--- src/rtl/cam_rgb565_unpacker.sv ---
// RGB565 camera byte stream to 8-bit RGB pixels with x/y position.
// Optional macro CAM_BITREPL_EN: bit-replication expansion (default zero-fill).
module cam_rgb565_unpacker #(
  parameter int IMG_WIDTH  = 640,
  parameter int IMG_HEIGHT = 480,
  parameter int XW         = 10,
  parameter int YW         = 9
) (
  input  logic          clk,
  input  logic          rst,
  input  logic [7:0]    cam_data_i,
  input  logic          cam_byte_vld_i,
  input  logic          cam_href_i,
  input  logic          cam_vsync_i,
  output logic [7:0]    red_o,
  output logic [7:0]    green_o,
  output logic [7:0]    blue_o,
  output logic          cam_done_o,
  output logic [XW-1:0] x_o,
  output logic [YW-1:0] y_o,
  output logic          frame_done_o,
  output logic          line_err_o
);

  typedef enum logic [1:0] {
    IDLE,
    VBLANK,
    ACTIVE
  } state_t;

  // counters carry one extra bit so they can hold IMG_WIDTH/IMG_HEIGHT
  localparam logic [XW:0] W_C = (XW+1)'(IMG_WIDTH);
  localparam logic [YW:0] H_C = (YW+1)'(IMG_HEIGHT);

  state_t      state_q, state_d;
  logic        href_q, vsync_q;
  logic        phase_q, phase_d;
  logic [7:0]  byte_q, byte_d;
  logic [XW:0] col_q, col_d;
  logic [YW:0] row_q, row_d;
  logic [7:0]  red_q, red_d;
  logic [7:0]  grn_q, grn_d;
  logic [7:0]  blu_q, blu_d;
  logic [XW-1:0] x_q, x_d;
  logic [YW-1:0] y_q, y_d;
  logic        done_q, done_d;
  logic        fd_q, fd_d;
  logic        err_q, err_d;

  logic        href_fall, vs_rise, byte_ok;
  logic [4:0]  r5, b5;
  logic [5:0]  g6;
  logic [7:0]  r8, g8, b8;

  assign href_fall = href_q & ~cam_href_i;
  assign vs_rise   = cam_vsync_i & ~vsync_q;
  assign byte_ok   = cam_byte_vld_i & cam_href_i;

  assign r5 = byte_q[7:3];
  assign g6 = {byte_q[2:0], cam_data_i[7:5]};
  assign b5 = cam_data_i[4:0];

`ifdef CAM_BITREPL_EN
  assign r8 = {r5, r5[4:2]};
  assign g8 = {g6, g6[5:4]};
  assign b8 = {b5, b5[4:2]};
`else
  assign r8 = {r5, 3'b000};
  assign g8 = {g6, 2'b00};
  assign b8 = {b5, 3'b000};
`endif

  // frame FSM, byte pairing, position tracking and error flag
  always_comb begin
    state_d = state_q;
    phase_d = phase_q;
    byte_d  = byte_q;
    col_d   = col_q;
    row_d   = row_q;
    red_d   = red_q;
    grn_d   = grn_q;
    blu_d   = blu_q;
    x_d     = x_q;
    y_d     = y_q;
    done_d  = 1'b0;
    fd_d    = 1'b0;
    err_d   = err_q;
    unique case (state_q)
      IDLE: begin
        if (cam_vsync_i) state_d = VBLANK;
      end
      VBLANK: begin
        if (!cam_vsync_i) begin
          state_d = ACTIVE;
          col_d   = '0;
          row_d   = '0;
          phase_d = 1'b0;
          err_d   = 1'b0;
        end
      end
      ACTIVE: begin
        if (vs_rise) begin
          state_d = VBLANK;
          fd_d    = 1'b1;
          phase_d = 1'b0;
          if (row_q < H_C) err_d = 1'b1;
        end else begin
          if (byte_ok) begin
            if (!phase_q) begin
              byte_d  = cam_data_i;
              phase_d = 1'b1;
            end else begin
              phase_d = 1'b0;
              if (col_q < W_C && row_q < H_C) begin
                red_d  = r8;
                grn_d  = g8;
                blu_d  = b8;
                x_d    = col_q[XW-1:0];
                y_d    = row_q[YW-1:0];
                done_d = 1'b1;
                col_d  = col_q + 1'b1;
              end else begin
                err_d = 1'b1;
              end
            end
          end
          if (href_fall) begin
            if (phase_q) err_d = 1'b1;
            if (col_q != W_C) err_d = 1'b1;
            phase_d = 1'b0;
            col_d   = '0;
            if (row_q < H_C) row_d = row_q + 1'b1;
          end
        end
      end
      default: state_d = IDLE;
    endcase
  end

  // state and output registers
  always_ff @(posedge clk) begin
    if (rst) begin
      state_q <= IDLE;
      href_q  <= 1'b0;
      vsync_q <= 1'b0;
      phase_q <= 1'b0;
      byte_q  <= '0;
      col_q   <= '0;
      row_q   <= '0;
      red_q   <= '0;
      grn_q   <= '0;
      blu_q   <= '0;
      x_q     <= '0;
      y_q     <= '0;
      done_q  <= 1'b0;
      fd_q    <= 1'b0;
      err_q   <= 1'b0;
    end else begin
      state_q <= state_d;
      href_q  <= cam_href_i;
      vsync_q <= cam_vsync_i;
      phase_q <= phase_d;
      byte_q  <= byte_d;
      col_q   <= col_d;
      row_q   <= row_d;
      red_q   <= red_d;
      grn_q   <= grn_d;
      blu_q   <= blu_d;
      x_q     <= x_d;
      y_q     <= y_d;
      done_q  <= done_d;
      fd_q    <= fd_d;
      err_q   <= err_d;
    end
  end

  assign red_o        = red_q;
  assign green_o      = grn_q;
  assign blue_o       = blu_q;
  assign x_o          = x_q;
  assign y_o          = y_q;
  assign cam_done_o   = done_q;
  assign frame_done_o = fd_q;
  assign line_err_o   = err_q;

endmodule

--- config.mk ---
export PLATFORM = sky130hd
export DESIGN_NAME = cam_rgb565_unpacker
export DESIGN_NICKNAME = d
export VERILOG_FILES = /design/src/rtl/cam_rgb565_unpacker.sv
export SDC_FILE = /design/constraint.sdc
export NUM_CORES = 1
export LEC_CHECK = 0
export BUFFER_PORTS_ARGS = -buffer_cell sky130_fd_sc_hd__buf_2
export CAP_MARGIN = 20
export CORE_MARGIN = 3
export CORE_UTILIZATION = 56
export CTS_CLUSTER_DIAMETER = 60
export DETAILED_ROUTE_END_ITERATION = 8
export PLACE_DENSITY = 0.8
export REMOVE_ABC_BUFFERS = 1
export SLEW_MARGIN = 20
export SYNTH_ARGS = -nofsm -noshare
export SYNTH_HDL_FRONTEND = slang
export SYNTH_SLANG_ARGS = --single-unit
export TNS_END_PERCENT = 30
--- constraint.sdc ---
create_clock -name clk -period 2.5 [get_ports clk]
set_clock_uncertainty 0.2 [all_clocks]
set_input_delay 0 -clock clk [delete_from_list [all_inputs] [get_ports clk]]
set_output_delay 0 -clock clk [all_outputs]
set_load 0.05 [all_outputs]
==> impl_metrics.toml <==
[placement]
port-buffer-count = 50
place_congestion = 0.894
dpl.hpwl_mm = 5.45

[setup_path]
worstPathMaxFanout = 21
path_class = "flip-flop to flip-flop"
end_kind = "flip-flop"
critPathArrivalTime_ns = 2.43
cp-start-kind = "flip-flop"
required_ns = 2.57

[sta]
finalCriticalPeriod_ns = 2.36
hold_viol = 0
final-max-slew-violation-count = 0
finalSetupViolations = 0
relSlewSlack_pct = 45.9
tightest_slew_ns = 0.811
rsz0062_at_grt = "false"
fin_crit_sh_pct = 94.3
setup_tns_ns = 0
max_freq_mhz = 424

[die]
fp-row-count = 27
die_h_um = 84.2
die_area_um2 = 7090
dieWidth_um = 84.2
start_util_pct = 60.0
core_area_um2 = 5710
pin_count = 59

[hold_path]
hp-class = "primary input to flip-flop"

[detailed_routing]
wl_mm = 8.29
ant_nets = 0
firstDrtPassIters = 5
vias = 3172
wire_per_inst_um = 15.8
drc_errors = 0
avgViaCountPerCell = 6.04
drtIter0Drc = 292

[clocking]
ctsHoldBuffers = 11
cts_sinks = 72
cts_tree = "yes"
h-tree-depth = 3
clk_latency_ns = 0.35
post_cts_resized = 0
cts_setup_buffers = 0
root_buffer = "clkbuf_8"
numCtsBuffers = 9
clk_pin_slew_ns = 0.08
clockBufferDepth = 2

[synth]
syn_inst = 394
synthArstFlopShare_pct = 0
synth-warning-count = 0
synth-edff-count = 0
yosys-top-cells-area = "dfxtp_1 (42%), a21oi_1 (6.4%), nand3_1 (6.0%), o21ai_0 (6.0%), mux2i_1 (4.7%)"
syn_avg_cell_area_um2 = 8.69
syn_area_um2 = 3420
synth_top_area_share_pct = 42.1
netlist-cell-type-count = 48
synth_top_area_cell = "dfxtp_1"
ys.flop_type = "dfxtp_1"
synth-seq-cells = 72
yosysSeqAreaShare_pct = 42.1

[finish]
utilization_pct = 70.7
synthToLayoutAreaGrowth_pct = 17.9
register_area_um2 = 1440
antenna_cells = 0
fin_nets = 467
drive_gt1_share_pct = 19.6
fillCellCount = 478
multi_input_area_um2 = 1770

[outcome]
status = "complete, no violations"

[global_route]
grt_pass1_vias = 3028
antenna_found_initial = 0
use_met1_pct = 29.5
grt_util_met2_pct = 41.9
grt-ovfl-total = 0
globalRouteTotalUtil_pct = 24.4
grt_max_degree = 43
busiest_layer = "met2"
grt_pass1_wl_mm = 14.2
grt_use_met3_pct = 6.08

[pwr]
power_leakage_nw = 1.55
total_power_mw = 2.35
ir_worst_vdd_mv = 0.464
p_per_area_nw_per_um2 = 583

[job]
max-cap-violations = 0
[per-layer routing]
metal  share of wire, %  vias to the layer above  wire length [µm]
met5                  0                        -                 0
met4                1.8                        0               151
met3                5.4                       13               450
met2                 51                      101              4210
met1                 42                     1513              3470
li1                   -                     1545                 -
[sequential cells by signal, summed over array words and instances, names as in the netlist, 2 cells and up]
| register | flops |
|---|---|
| red_o | 5 |
| x_o | 10 |
| byte_q | 8 |
| green_o | 6 |
| row_q | 10 |
| y_o | 9 |
| col_q | 11 |
| state_q | 2 |
| blue_o | 5 |
[logic make-up after synthesis]
logic type                 count (synthesis)  share of synthesized area, %
buffers and inverters                     53                          7.24
adders and majority gates                  6                          2.19
DFF                                       72                          42.1
other                                      1                         0.110
AOI/OAI and AO/OA                        129                          24.5
muxes                                     16                          4.68
and+or+nand+nor                          117                          19.2
[path summary, 6_finish.rpt]
path / startpoint / end / slack, ns / cells after the start
hold reg to reg: byte_q[0] / green_o[5] / 0.27 / 2
hold / removal: rst / byte_q[1] / 0.03 / 2
setup reg to reg: state_q[1] / row_q[4] / 0.14 / 7
setup / recovery: state_q[1] / row_q[4] / 0.14 / 7
[critical path, cell delays in order, from the launching register on]
cell and delay, ns:
dfxtp_1 0.37, inv_1 0.08, ha_1 0.35, nor2b_1 0.18
a21oi_1 0.12, buf_12 0.17, or4b_2 0.62, a21boi_0 0.18
[cells in the final DEF, fill, tap and decap left out, types with 4 or more instances in the layout]
master / n
nor2_1: 10
o31ai_1: 4
o21a_1: 4
nand3_1: 41
a21oi_1: 44
or4_1: 4
clkbuf_8: 9
dfxtp_1: 72
dlygate4sd3_1: 11
ha_1: 6
nor4_1: 5
o211ai_1: 5
nand2_1: 15
nor2b_1: 6
a2111oi_0: 4
conb_1: 8
mux2i_1: 16
buf_4: 15
o21ai_0: 41
inv_1: 12
buf_2: 50
a211o_1: 4
nand4_1: 8
nand2b_1: 8
[synthesized netlist by cell type (4+ instances only)]
library cell / number
o211ai_1: 5
ha_1: 6
nand3_1: 41
nor4_1: 5
a211o_1: 4
dfxtp_1: 72
buf_4: 8
a21oi_1: 44
nor4b_1: 4
mux2i_1: 16
clkbuf_1: 27
inv_1: 12
a2111oi_0: 4
o31ai_1: 4
o21a_1: 4
nand4_1: 8
nand2b_1: 8
o21ai_0: 41
nor2_1: 10
nand2_1: 15
nor2b_1: 6
or4_1: 4
[power by group]
group          internal [mW]  leakage [nW]  switching [mW]
Clock                  0.466        0.0968           0.457
Sequential              1.15         0.580         0.00482
Combinational         0.0933         0.869           0.179
Total                   1.71          1.55           0.640
[stage by stage]
step	worst slack [ns]	std cells	instance area [µm²]	hold WS, ns
3_5_place_dp	0.186	498	3730	0.0635
2_1_floorplan	-2.00	360	3250	-0.131
6_report	0.143	525	4040	0.0314
4_1_cts	0.154	525	4030	0.00611
5_1_grt	0.0187	525	4040	0.0603
3_3_place_gp	0.246	498	3730	0.0485
[cell type report]
class | instances | share of cell area (%)
clock inverters | 6 | 1.70
clock buffers | 10 | 3.16
well taps | 72 | 2.23
inverters | 12 | 1.12
multi-input cells | 276 | 43.9
flip-flops and latches | 72 | 35.7
repair buffers | 77 | 12.2
No activity file was read; power rests on OpenSTA's default activity.
